File: src/rtl/hpu_seq_if.sv
// Control/status bundle between the AXI-Lite register file, the stream-side
// handshake taps and the hpu_seq job sequencer.
interface hpu_seq_if #(
  parameter int CNT_W  = 16,
  parameter int MLEN_W = 10
);
  logic              start;
  logic              abort;
  logic              cfg_mat_load;
  logic [MLEN_W-1:0] cfg_mat_len;
  logic [CNT_W-1:0]  cfg_blocks;
  logic              mat_beat;
  logic              src_fin;
  logic              dst_last_beat;
  logic              matw;
  logic              run;
  logic              last;
  logic              busy;
  logic              done;
  logic              aborted;
  logic              err;
  logic [CNT_W-1:0]  blocks_in;
  logic [CNT_W-1:0]  blocks_out;
  logic [1:0]        state;

  modport master (
    output start, abort, cfg_mat_load, cfg_mat_len, cfg_blocks,
           mat_beat, src_fin, dst_last_beat,
    input  matw, run, last, busy, done, aborted, err,
           blocks_in, blocks_out, state
  );

  modport slave (
    input  start, abort, cfg_mat_load, cfg_mat_len, cfg_blocks,
           mat_beat, src_fin, dst_last_beat,
    output matw, run, last, busy, done, aborted, err,
           blocks_in, blocks_out, state
  );
endinterface

File: src/rtl/hpu_seq.sv
// HPU job sequencer: matrix-load phase, block-streaming phase, done/abort.
// Optional progress watchdog enabled by defining HPU_SEQ_WDOG_EN.
module hpu_seq #(
  parameter int CNT_W       = 16,
  parameter int MLEN_W      = 10,
  parameter int TIMEOUT_CYC = 65535
) (
  input logic       clk,
  input logic       rst,
  hpu_seq_if.slave  io_bus
);
  typedef enum logic [1:0] {
    S_IDLE = 2'b00,
    S_MAT  = 2'b01,
    S_RUN  = 2'b10,
    S_DONE = 2'b11
  } state_t;

  localparam logic [CNT_W-1:0]  CNT_ONE  = 1;
  localparam logic [MLEN_W-1:0] MLEN_ONE = 1;

  state_t            r_state;
  logic              r_matw, r_run, r_last, r_busy, r_done, r_aborted, r_err;
  logic [CNT_W-1:0]  r_blocks_in, r_blocks_out, r_cfg_blocks;
  logic [MLEN_W-1:0] r_mat_cnt, r_cfg_mat_len;
  logic [CNT_W-1:0]  w_in_nxt, w_out_nxt;
  logic              w_active, w_timeout;

  assign w_active = (r_state == S_MAT) || (r_state == S_RUN);

`ifdef HPU_SEQ_WDOG_EN
  localparam int WD_W = $clog2(TIMEOUT_CYC + 1);
  logic [WD_W-1:0] r_wdog;
  logic            w_progress;

  assign w_progress = io_bus.mat_beat | io_bus.src_fin | io_bus.dst_last_beat;
  assign w_timeout  = w_active && (r_wdog == WD_W'(TIMEOUT_CYC));

  // Cleared outside MAT/RUN, so every state entry starts the count from zero
  always_ff @(posedge clk) begin
    if (rst || !w_active || w_progress || w_timeout || io_bus.abort) begin
      r_wdog <= '0;
    end else begin
      r_wdog <= r_wdog + 1'b1;
    end
  end
`else
  logic w_unused_tmo;
  assign w_unused_tmo = |TIMEOUT_CYC;
  assign w_timeout    = 1'b0;
`endif

  always_comb begin
    w_in_nxt  = r_blocks_in;
    w_out_nxt = r_blocks_out;
    if (r_state == S_RUN && io_bus.src_fin && (r_blocks_in < r_cfg_blocks)) begin
      w_in_nxt = r_blocks_in + CNT_ONE;
    end
    if (r_state == S_RUN && io_bus.dst_last_beat) begin
      w_out_nxt = r_blocks_out + CNT_ONE;
    end
  end

  // Job configuration is captured only on an accepted start
  always_ff @(posedge clk) begin
    if (r_state == S_IDLE && io_bus.start) begin
      r_cfg_blocks  <= io_bus.cfg_blocks;
      r_cfg_mat_len <= io_bus.cfg_mat_len;
    end
  end

  always_ff @(posedge clk) begin
    if (rst) begin
      r_state      <= S_IDLE;
      r_matw       <= 1'b0;
      r_run        <= 1'b0;
      r_last       <= 1'b0;
      r_busy       <= 1'b0;
      r_done       <= 1'b0;
      r_aborted    <= 1'b0;
      r_err        <= 1'b0;
      r_blocks_in  <= '0;
      r_blocks_out <= '0;
      r_mat_cnt    <= '0;
    end else begin
      r_done    <= 1'b0;
      r_aborted <= 1'b0;
      if (r_state != S_IDLE && io_bus.start) r_err <= 1'b1;
      if (r_state != S_IDLE && (io_bus.abort || w_timeout)) begin
        r_state <= S_IDLE;
        r_matw  <= 1'b0;
        r_run   <= 1'b0;
        r_last  <= 1'b0;
        r_busy  <= 1'b0;
        r_aborted <= 1'b1;
        if (w_timeout) r_err <= 1'b1;
      end else begin
        case (r_state)
          S_IDLE: begin
            if (io_bus.start) begin
              r_err        <= 1'b0;
              r_blocks_in  <= '0;
              r_blocks_out <= '0;
              r_mat_cnt    <= '0;
              if (io_bus.cfg_blocks == '0) begin
                r_err <= 1'b1;
              end else if (io_bus.cfg_mat_load && io_bus.cfg_mat_len != '0) begin
                r_state <= S_MAT;
                r_matw  <= 1'b1;
                r_busy  <= 1'b1;
              end else begin
                r_state <= S_RUN;
                r_run   <= 1'b1;
                r_busy  <= 1'b1;
                r_last  <= (io_bus.cfg_blocks == CNT_ONE);
              end
            end
          end
          S_MAT: begin
            if (io_bus.mat_beat) begin
              if (r_mat_cnt == r_cfg_mat_len - MLEN_ONE) begin
                r_state <= S_RUN;
                r_matw  <= 1'b0;
                r_run   <= 1'b1;
                r_last  <= (r_cfg_blocks == CNT_ONE);
              end else begin
                r_mat_cnt <= r_mat_cnt + MLEN_ONE;
              end
            end
          end
          S_RUN: begin
            r_blocks_in  <= w_in_nxt;
            r_blocks_out <= w_out_nxt;
            if (io_bus.dst_last_beat && w_out_nxt == r_cfg_blocks) begin
              r_state <= S_DONE;
              r_run   <= 1'b0;
              r_last  <= 1'b0;
              r_busy  <= 1'b0;
              r_done  <= 1'b1;
            end else begin
              r_last <= (w_in_nxt >= r_cfg_blocks - CNT_ONE);
            end
          end
          default: begin
            r_state <= S_IDLE;
          end
        endcase
      end
    end
  end

  assign io_bus.matw       = r_matw;
  assign io_bus.run        = r_run;
  assign io_bus.last       = r_last;
  assign io_bus.busy       = r_busy;
  assign io_bus.done       = r_done;
  assign io_bus.aborted    = r_aborted;
  assign io_bus.err        = r_err;
  assign io_bus.blocks_in  = r_blocks_in;
  assign io_bus.blocks_out = r_blocks_out;
  assign io_bus.state      = r_state;
endmodule

File: src/flat_wrapper.sv
// flat-port wrapper written by rule: the top's interface ports become plain ports
module hpu_seq_flat 
#(
  parameter int CNT_W       = 16,
  parameter int MLEN_W      = 10,
  parameter int TIMEOUT_CYC = 65535
)
  (clk, rst, io_bus_start, io_bus_abort, io_bus_cfg_mat_load, io_bus_cfg_mat_len, io_bus_cfg_blocks, io_bus_mat_beat, io_bus_src_fin, io_bus_dst_last_beat, io_bus_matw, io_bus_run, io_bus_last, io_bus_busy, io_bus_done, io_bus_aborted, io_bus_err, io_bus_blocks_in, io_bus_blocks_out, io_bus_state);
  hpu_seq_if #(.CNT_W(CNT_W), .MLEN_W(MLEN_W)) io_bus_i ();
  input logic clk;
  input logic rst;
  input wire logic [$bits(io_bus_i.start)-1:0] io_bus_start;
  input wire logic [$bits(io_bus_i.abort)-1:0] io_bus_abort;
  input wire logic [$bits(io_bus_i.cfg_mat_load)-1:0] io_bus_cfg_mat_load;
  input wire logic [$bits(io_bus_i.cfg_mat_len)-1:0] io_bus_cfg_mat_len;
  input wire logic [$bits(io_bus_i.cfg_blocks)-1:0] io_bus_cfg_blocks;
  input wire logic [$bits(io_bus_i.mat_beat)-1:0] io_bus_mat_beat;
  input wire logic [$bits(io_bus_i.src_fin)-1:0] io_bus_src_fin;
  input wire logic [$bits(io_bus_i.dst_last_beat)-1:0] io_bus_dst_last_beat;
  output wire logic [$bits(io_bus_i.matw)-1:0] io_bus_matw;
  output wire logic [$bits(io_bus_i.run)-1:0] io_bus_run;
  output wire logic [$bits(io_bus_i.last)-1:0] io_bus_last;
  output wire logic [$bits(io_bus_i.busy)-1:0] io_bus_busy;
  output wire logic [$bits(io_bus_i.done)-1:0] io_bus_done;
  output wire logic [$bits(io_bus_i.aborted)-1:0] io_bus_aborted;
  output wire logic [$bits(io_bus_i.err)-1:0] io_bus_err;
  output wire logic [$bits(io_bus_i.blocks_in)-1:0] io_bus_blocks_in;
  output wire logic [$bits(io_bus_i.blocks_out)-1:0] io_bus_blocks_out;
  output wire logic [$bits(io_bus_i.state)-1:0] io_bus_state;
  assign io_bus_i.start = io_bus_start;
  assign io_bus_i.abort = io_bus_abort;
  assign io_bus_i.cfg_mat_load = io_bus_cfg_mat_load;
  assign io_bus_i.cfg_mat_len = io_bus_cfg_mat_len;
  assign io_bus_i.cfg_blocks = io_bus_cfg_blocks;
  assign io_bus_i.mat_beat = io_bus_mat_beat;
  assign io_bus_i.src_fin = io_bus_src_fin;
  assign io_bus_i.dst_last_beat = io_bus_dst_last_beat;
  assign io_bus_matw = io_bus_i.matw;
  assign io_bus_run = io_bus_i.run;
  assign io_bus_last = io_bus_i.last;
  assign io_bus_busy = io_bus_i.busy;
  assign io_bus_done = io_bus_i.done;
  assign io_bus_aborted = io_bus_i.aborted;
  assign io_bus_err = io_bus_i.err;
  assign io_bus_blocks_in = io_bus_i.blocks_in;
  assign io_bus_blocks_out = io_bus_i.blocks_out;
  assign io_bus_state = io_bus_i.state;
  hpu_seq #(.CNT_W(CNT_W), .MLEN_W(MLEN_W), .TIMEOUT_CYC(TIMEOUT_CYC)) u_core (.clk(clk), .rst(rst), .io_bus(io_bus_i));
endmodule
File: config.mk
export PLATFORM = sky130hd
export DESIGN_NAME = hpu_seq_flat
export DESIGN_NICKNAME = d
export VERILOG_FILES = /design/src/rtl/hpu_seq_if.sv /design/src/rtl/hpu_seq.sv /design/src/flat_wrapper.sv
export SDC_FILE = /design/constraint.sdc
export NUM_CORES = 1
export LEC_CHECK = 0
export ABC_AREA = 1
export BUFFER_PORTS_ARGS = -buffer_cell sky130_fd_sc_hd__buf_2
export CORE_ASPECT_RATIO = 0.8
export CORE_MARGIN = 2
export CORE_UTILIZATION = 55
export DETAILED_ROUTE_END_ITERATION = 12
export PLACE_DENSITY = 0.77
export SYNTH_ARGS = -nofsm -noshare
export SYNTH_HDL_FRONTEND = slang
export SYNTH_SLANG_ARGS = --single-unit
File: constraint.sdc
create_clock -name clk -period 6.2 [get_ports clk]
set_input_delay 1.24 -clock clk [delete_from_list [all_inputs] [get_ports clk]]
set_output_delay 1.24 -clock clk [all_outputs]
set_load 0.05 [all_outputs]
### After elaboration in Yosys (flattened, before gate mapping)

Cells that the tools add are included.

* flip-flop bits (word level): 77
* output and inout bits: 41
* word-level logic and storage cells: 106

* reduce and logical (&&, ||, !) cells: 24
* multiplexer cells: 46
* eq/ne operators: 14
* order comparisons: 2
* bitwise gates (word level): 2
* add/sub/neg operators: 5

Operators by type and width (count)
* $pmux W16 S2: 2
* $mux W16: 3
* $add A16 B1 Y16 const B: 2
* $eq A16 B1 Y1 const B: 2
* $mux W10: 3
* $mux W1: 26
* $pmux W10 S2: 1
* $eq A16 B16 Y1: 1
* $ge A16 B16 Y1: 1
* $logic_not A16 Y1: 1
* $lt A16 B16 Y1: 1
* $ne A2 B2 Y1 const B: 8
* $sub A16 B1 Y16 const B: 1
* $mux W2: 6
* $reduce_and A6 Y1: 2
* $add A10 B1 Y10 const B: 1
* $eq A10 B10 Y1: 1
* $reduce_and A5 Y1: 2
* $reduce_bool A10 Y1: 1
* $sub A10 B1 Y10 const B: 1
* $logic_and A1 B1 Y1: 8
* $reduce_and A7 Y1: 1
* $pmux W1 S3: 2
* $pmux W2 S3: 1
* 11 further kinds: 15

### Logic depth before layout (Yosys ltp)

Gate-level depths: netlist (run 1).

* word-level depth: 7
* gate-level depth with buffers: 24
* gate-level depth less buffers: 23

### Worst setup path after synthesis (run 1)

Ideal clock, no wire load.

* kind: reg2reg
* start point: reg u_core.r_blocks_in[7] (netlist: u_core.io_bus.blocks_in[7])
* end point: reg u_core.r_last (netlist: u_core.io_bus.last)
* setup slack: 2.982 ns
* library setup time: 0.070 ns
* cell stages (with the launch flop): 21
* data arrival time: 3.148 ns
* required time: 6.130 ns
* buffers on the path: 1
* path through: dfxtp_1 -> ha_1 -> a21oi_1 -> o21ai_0 -> o211ai_1 -> nand4_2 -> inv_1 -> buf_2 -> nand2_1 -> and2_1 -> ha_1 -> nand2_1 -> o21ai_0 -> nand2_1 -> o211ai_1 -> nand2_1 -> nand3_1 -> nand3_1 -> nand2_1 -> nand2_1 -> a21oi_1

* word-level cells in the longest chain between the ends: 6

Ends and longest elaborated chain
* start: declaration: line hpu_seq.sv:24 `logic [CNT_W-1:0] r_blocks_in, r_blocks_out, r_cfg_blocks;`
* start signal: assignment: line hpu_seq.sv:132 `r_blocks_in <= w_in_nxt;`
* $lt A16 B16 Y1: line hpu_seq.sv:56 `if (r_state == S_RUN && io_bus.src_fin && (r_blocks_in < r_cfg_blocks)) begin`
* $logic_and A1 B1 Y1: line hpu_seq.sv:56
* $mux W16 (*): line hpu_seq.sv:56
* $ge A16 B16 Y1 (*): line hpu_seq.sv:141 `r_last <= (w_in_nxt >= r_cfg_blocks - CNT_ONE);`
* $mux W1 (*): line hpu_seq.sv:134 `if (io_bus.dst_last_beat && w_out_nxt == r_cfg_blocks) begin`
* $pmux W1 S3 (*): line hpu_seq.sv:98 `case (r_state)`
* end signal: assignment: line hpu_seq.sv:115 `r_last <= (io_bus.cfg_blocks == CNT_ONE);`
* end signal: assignment: line hpu_seq.sv:125 `r_last <= (r_cfg_blocks == CNT_ONE);`
* end signal: assignment: line hpu_seq.sv:141
* end: declaration: line hpu_seq.sv:23 `logic r_matw, r_run, r_last, r_busy, r_done, r_aborted, r_err;`

Mark *: on every way between the ends. The rest lies on a longest branch, timed or not.
A chain may end at the register's enable or synchronous reset.

### Final worst setup path (run 1)

* start point: reg u_core.r_cfg_blocks[1]
* end point: reg u_core.r_last (netlist: u_core.io_bus.last)

* word-level cells in the longest chain between the ends: 6

Ends and longest elaborated chain
* start: declaration: line hpu_seq.sv:24
* start signal: assignment: line hpu_seq.sv:67 `r_cfg_blocks <= io_bus.cfg_blocks;`
* $lt A16 B16 Y1: line hpu_seq.sv:56
* $logic_and A1 B1 Y1: line hpu_seq.sv:56
* $mux W16: line hpu_seq.sv:56
* $ge A16 B16 Y1: line hpu_seq.sv:141
* $mux W1: line hpu_seq.sv:134
* $pmux W1 S3 (*): line hpu_seq.sv:98

Mark *: on every way between the ends. The rest lies on a longest branch, timed or not. The select of a mux whose other input is x is not followed.

==> key figures, run 1 <==
Yosys
  – FFs w/ async S/R, synth: 0
  – Post-synth top area share: 0.180
  – Post-synthesis cell count: 812
  – Post-synth EDFFs: 26
  – Cell variety after synth: 47
  – Ranking of synthesized cells by area: dfxtp_1 18%, nand2_1 16%, edfxtp_1 14%
  – Mapped Area: 5670 um^2
  – Syn nets: around 890
  – Dominant cell type by area after synthesis: dfxtp_1
  – Syn Area/Cell: about 7 um^2
  – Sequential area share after synthesis: 0.318
  – Synth Register Bits: 77
  – Warning count from the yosys run: 0
  – Synth Flop Type: dfxtp_1

Timing
  – RSZ-0062 raised after global routing: no
  – Part of the cycle the worst path needs: 0.639
  – Worst slew pin tran: ~1000 ps
  – Final Setup Violations: 0
  – Final hold vios: 0
  – Final Max Slew Viols: 0
  – Max frequency: ~0.25 GHz
  – Max_slew headroom: 0.324
  – Skew final: 6.48 ps
  – Setup TNS: 0 ps
  – Min Tclk post-route: approximately 4000 ps

Clock tree
  – # clock sinks: slightly below 80
  – Bufs on Longest Clock Path: 2
  – Clock Root Buffer: clkbuf_16
  – CTS tree: yes
  – Post-CTS sizing: 0
  – Clock buffer count from CTS: 9
  – Post-CTS setup buffers: 0
  – Reg clk slew, reported paths: ~60 ps
  – H-tree depth: 3
  – Clk_lat worst skew: 350 ps
  – Cts hold-fix bufs: 0

Finish
  – Fillers: between 900 and 1,000
  – Share of cells above drive strength 1: 0.128
  – Final Instance Area: ~6500 um^2
  – Commonest non-fill, non-tap cell in the layout: nand2_1
  – Commonest non-fill, non-tap cells in the layout: 236 x nand2_1, 102 x inv_1, 74 x buf_2
  – Nets: between 900 and 1,000
  – # diodes: 0
  – Synth-to-Final Area Change: 13.9%

Drt
  – Number of DRC markers in iteration 0: approximately 500
  – Routed WL per cell: 14.2 um
  – Detail Route Antenna Nets: 0
  – Residual DRC count: 0
  – Routed WL: 14,600 um
  – Detailed-router iteration count before antenna repair: 5
  – Vias per cell: 5.32
  – DR vias: 5,467

Die
  – Core Area: about 10,000 um^2
  – IO Count: 75
  – Die Width: approximately 120 um
  – Total Die Area: 11,100 um^2
  – Initial Utilization: 0.558
  – Row count: 33
  – Die Span Y: between 90 and 100 um

Global route
  – Pin count of the biggest net entering global routing: 44
  – GRT Resource Usage Total: 0.272
  – Overflow after GRT: 0
  – Initial antenna violation count: 0
  – First-pass GRT wire length: about 24,000 um
  – Vias in the first global route: between 5,000 and 6,000

Status
  – Run status: finished, final reports clean

Place
  – Post-DP HPWL: 11,000 um
  – Area after DPL: between 6000 and 7000 um^2
  – Gp weighted congestion: ~0.94
  – IO Port Bufs: 74

Critical path
  – Crit-path max FO: 18
  – R2R setup slack: ~2200 ps
  – R2r worst-path depth: 23
  – FF-to-FF Start: u_core.r_cfg_blocks[1]
  – Worst setup SP type: flip-flop
  – Capturing point of the worst reg2reg path: u_core.io_bus.last
  – Crit. Startpoint: u_core.r_cfg_blocks[1]
  – CP endpoint: u_core.io_bus.last
  – Crit Path Category: reg -> reg
  – Critical Path RT: ~6500 ps
  – Crit. End Element: flip-flop
  – CP arrival: around 4200 ps

Power and ir drop
  – Leak pwr: between 2 and 3 nW
  – Peak supply drop: between 0.0003 and 0.0004 V
  – Power Density: about 300 nW/um^2

Job
  – Max Cap Viol: 0

Min path
  – Hold crit path type: reg -> reg
[routing by layer]
layer / GRT usage / up-vias / part of all wire
li1: - / 2802 / -
met1: 0.391 / 2438 / 0.49
met2: 0.424 / 207 / 0.42
met3: 0.0447 / 20 / 0.074
met4: 0.0813 / 0 / 0.017
met5: 0 / - / 0
[worst max-delay path, cell delays in order (launching register included)]
cell and delay [ps]:
edfxtp_1 370, inv_1 190, ha_1 280, o21ai_0 100, nand2_1 80, nand3_1 80, a21oi_1 60, o211ai_1 250
nand4_2 420, inv_1 510, nand2_1 90, nand2_1 70, inv_1 50, ha_1 260, nand2_1 60, inv_1 50
nand3_1 70, nor3_1 340, nand3_1 120, nand3_1 110, nand3_1 80, nand2_1 80, nand2_1 50, a21oi_1 110
[cell type report]
cell class	count	area (um^2)	area share
clock inverters	5	60.1	0.00930
clock buffers	11	233	0.0360
multi-input cells	615	3410	0.528
well taps	140	175	0.0271
repair buffers	76	385	0.0597
flip-flops and latches	77	1800	0.279
inverters	104	390	0.0605
[sequential cells by signal (all words and copies together) (netlist names)]
register and flops:
u_core.r_cfg_mat_len 10, u_core.r_cfg_blocks 16, u_core.io_bus.run 1, u_core.io_bus.err 1, u_core.io_bus.matw 1, u_core.io_bus.done 1
u_core.io_bus.busy 1, u_core.io_bus.aborted 1, u_core.r_mat_cnt 10, u_core.io_bus.blocks_out 16, u_core.io_bus.blocks_in 16, u_core.io_bus.state 2
u_core.io_bus.last 1
[logic make-up (layout without fill, tap and decap cells)]
logic type      count (synthesis)  in the layout  share of synthesized area
xor+xnor                       52             52                     0.0828
fa+ha+maj                      42             42                     0.0927
simple gates                  433            433                      0.340
buf+inv                       120            196                     0.0808
compound gates                 88             88                     0.0859
flops                          77             77                      0.318
[report_power, final]
part	internal, W	switching, W	leakage, nW
Combinational	0.000212	0.000530	2.17
Clock	0.000314	0.000216	0.142
Sequential	0.000595	0.0000629	0.660
Total	0.00112	0.000809	2.97
[cells in the mapped netlist, types with 2 or more instances]
| master | number |
|---|---|
| inv_1 | 102 |
| nand2_2 | 3 |
| or2_2 | 3 |
| clkbuf_1 | 12 |
| nor2_4 | 3 |
| nand2_1 | 236 |
| nand3b_1 | 3 |
| nor2_1 | 68 |
| nor4_1 | 11 |
| dfxtp_1 | 51 |
| o21bai_1 | 3 |
| nand4_1 | 10 |
| xor2_1 | 40 |
| o211ai_1 | 3 |
| ha_1 | 42 |
| edfxtp_1 | 26 |
| nand3_2 | 4 |
| a21oi_1 | 60 |
| o21ai_0 | 11 |
| o21ai_1 | 2 |
| nor2_2 | 3 |
| xnor2_1 | 11 |
| buf_2 | 2 |
| nor3_1 | 21 |
| nand3_1 | 60 |
[how the worst min path moves through the flow]
stage	startpoint	to	slack [ps]	depth (start not counted)
2_1_floorplan	u_core.r_mat_cnt[5]	u_core.r_mat_cnt[5]	470	2
3_3_place_gp	u_core.io_bus.matw	u_core.io_bus.matw	460	2
3_5_place_dp	u_core.io_bus.matw	u_core.io_bus.matw	460	2
4_1_cts	u_core.io_bus.matw	u_core.io_bus.matw	470	2
5_1_grt	u_core.io_bus.matw	u_core.io_bus.matw	520	2
6_report	u_core.io_bus.matw	u_core.io_bus.matw	470	2
[stage by stage]
stage	util	hold slack, ps	instances	worst slack [ps]	power [W]
final	0.636	468	1028	2240	0.00193
after global routing	0.636	520	1028	1870	0.00206
after CTS	0.636	470	1028	2340	0.00192
after detailed placement	0.607	461	1012	2410	0.00140
after global placement	0.607	458	1012	2500	0.00138
after floorplan	-	471	812	2980	0.00121
No activity file was read; power rests on OpenSTA's default activity.
==> inputs of run 2 (changes only) <==
CORE_UTILIZATION = 53   (was 55)
clock period = 3.5 ns   (was 6.2 ns; I/O delays follow)
==> run 2 against run 1 <==
- clock-buffer cell count decreased by 1
- critical path depth decreased by 3
- critical path type unchanged
- largest power group unchanged
- wire length increased by 1.7%
- flip-flop and latch count stayed put
- sequential power is 76% higher
- combinational power is 86% higher
- register-to-register slack got worse by 2000 ps
- clock skew shrank 1.6 ps
- critical endpoint unchanged
==> key figures, run 2 (synthesis results as in run 1) <==
Die
  – Core Area: 10,300 um^2 (+1.6%)
  – Row count: 33 (unchanged)
  – Die Span Y: 96.5 um (+1.8%)
  – Total Die Area: 11,500 um^2 (+3.6%)
  – Initial Utilization: 0.549 (-0.00893)
  – Die Width: 120 um (+1.8%)
  – IO Count: 75 (unchanged)

Timing
  – Max frequency: 0.306 GHz (+21%)
  – Worst slew pin tran: 992 ps (-20.2 ps)
  – Final hold vios: 0 (unchanged)
  – Min Tclk post-route: 3270 ps (-691 ps)
  – Final Setup Violations: 0 (unchanged)
  – Part of the cycle the worst path needs: 0.935 (+0.296)
  – Final worst slack: 228 ps (-2010 ps)
  – Skew final: 4.88 ps (-1.60 ps)
  – Max_slew headroom: 0.338 (+0.0135)
  – Setup TNS: 0 ps (unchanged)
  – Final Max Slew Viols: 0 (unchanged)

Finish
  – Nets: 974 (+1.6%)
  – Reg area: 1800 um^2 (unchanged)
  – Final core occ: 0.641 (+0.00559)
  – # diodes: 0 (unchanged)
  – Commonest non-fill, non-tap cell in the layout: nand2_1
  – Multi-input logic area: 3440 um^2 (+0.92%)
  – Commonest non-fill, non-tap cells in the layout: 236 x nand2_1, 99 x inv_1, 74 x buf_2
  – Final Instance Area: 6620 um^2 (+2.5%)
  – Share of cells above drive strength 1: 0.152 (+0.0233)
  – Synth-to-Final Area Change: 16.8%
  – Fillers: 973 (+3.3%)

Critical path
  – Slowest-stage cell, CP: edfxtp_1
  – Crit-path max cell delay: 420 ps (-90 ps)
  – CP top delay family: simple AND/OR/NAND/NOR gates
  – Worst setup SP type: flip-flop
  – Crit Path Category: reg -> reg
  – CP Cell Sequence: inv_1 > nand3_1 > nor3_4 > nand3_1 > nor2_1 > nand2_1 > nor3_2 > nand3_1 > xor2_1 > ha_1 > nand2_1 > inv_1 > nand3_1 > inv_1 > a21oi_1 > nand3_1 > nand3_1 > nand2_1 > nand2_1 > a21oi_1
  – Critical Path RT: 3730 ps (-2750 ps)
  – Cell repeated most along the worst path: nand3_1
  – CP arrival: 3500 ps (-740 ps)
  – Crit-path max FO: 4 (-14)
  – WP buf/inv: 3 (-1)
  – Crit. End Element: flip-flop

Drt
  – DR vias: 5,600 (+2.4%)
  – Detail Route Antenna Nets: 0 (unchanged)
  – Residual DRC count: 0 (unchanged)
  – Routed WL per cell: 14.2 um (+0.26%)
  – Detailed-router iteration count before antenna repair: 5 (unchanged)
  – Number of DRC markers in iteration 0: 582 (+13%)
  – Vias per cell: 5.37 (+0.96%)
  – Routed WL: 14,800 um (+1.7%)

Global route
  – Initial antenna violation count: 0 (unchanged)
  – Vias in the first global route: 4,901 (-2.1%)
  – Overflow after GRT: 0 (unchanged)
  – First-pass GRT wire length: 24,000 um (-1.2%)
  – GRT Resource Usage Total: 0.265 (-0.00776)
  – Pin count of the biggest net entering global routing: 33 (-25%)

Status
  – Run status: finished, final reports clean

Clock tree
  – Clk_lat worst skew: 340 ps (about the same)
  – Reg clk slew, reported paths: 60 ps (about the same)
  – Cts hold-fix bufs: 0 (unchanged)
  – Clock Root Buffer: clkbuf_16
  – Bufs on Longest Clock Path: 2 (unchanged)
  – CTS tree: yes
  – H-tree depth: 3 (unchanged)
  – Clock buffer count from CTS: 9 (unchanged)
  – # clock sinks: 77 (unchanged)

Place
  – Pre-CTS WS: -11.9 ps (-2420 ps)
  – Area after DPL: 6240 um^2 (+1.2%)
  – Post-DP HPWL: 11,600 um (+4.9%)
  – IO Port Bufs: 74 (unchanged)
  – Gp weighted congestion: 0.990 (+5.8%)

Power and ir drop
  – Total power: 0.00346 W (+79%)
  – Leak pwr: 3.05 nW (+2.6%)
  – Power Density: 522 nW/um^2 (+75%)
  – Peak supply drop: 0.000632 V (+92%)

Job
  – Max Cap Viol: 0 (unchanged)

Min path
  – Hold crit path type: reg -> reg
-- run 2: cell types whose count changed in the layout (fill, tap and decap cells not counted), moves of 2 or more --
cell / previous run / this run
clkinvlp_4: 0 / 3
inv_1: 102 / 99
clkinv_4: 2 / 0
nor3_4: 0 / 2
buf_4: 2 / 15
nor3_1: 21 / 18
inv_2: 1 / 3
-- run 2: tightest hold or removal path, delay by kind of cell (launching register included) --
family	cells	cell delay, ps
compound gates	1	50
buf+inv	1	60
flops	1	330
-- run 2: where the power goes --
group,total (W),switching [W],internal [W]
registers,0.00116,0.000103,0.00105
logic,0.00138,0.000961,0.000417
clock network,0.000924,0.000373,0.000551
total,0.00346,0.00144,0.00202
-- run 2: path summary, 6_finish.rpt --
kind                           from            endpoint  slack, ps  cells past startpoint
min reg2reg      u_core.io_bus.matw  u_core.io_bus.matw        480                      2
max          u_core.r_cfg_blocks[2]  u_core.io_bus.last        230                     20
max reg2reg  u_core.r_cfg_blocks[2]  u_core.io_bus.last        230                     20
min              u_core.io_bus.matw  u_core.io_bus.matw        480                      2
-- run 2: area by class of cell --
class	instances	area share
inverter	104	0.0595
tap	140	0.0265
timing repair buffer	91	0.0777
multi-input combinational	615	0.520
clock buffer	10	0.0346
clock inverter	6	0.00945
sequential	77	0.272
-- run 2: what timing repair did --
item,in CTS,in global routing
setup buffers,0,5
resized for setup,1,9
gates cloned,0,0
endpoints found under the setup margin,1,1
hold endpoints to repair,0,0
-- run 2: per-stage QoR --
step	hold WS, ps	instances
floorplan	471	812
global placement	457	1022
detailed placement	475	1022
CTS	484	1038
global route	526	1043
finish	481	1043
-- run 2: layer usage --
metal	vias up	part of all wire	GRT usage
met2	205	0.43	0.397
met5	-	0	0
met3	25	0.085	0.0599
met1	2544	0.47	0.380
met4	0	0.020	0.0824
li1	2826	-	-
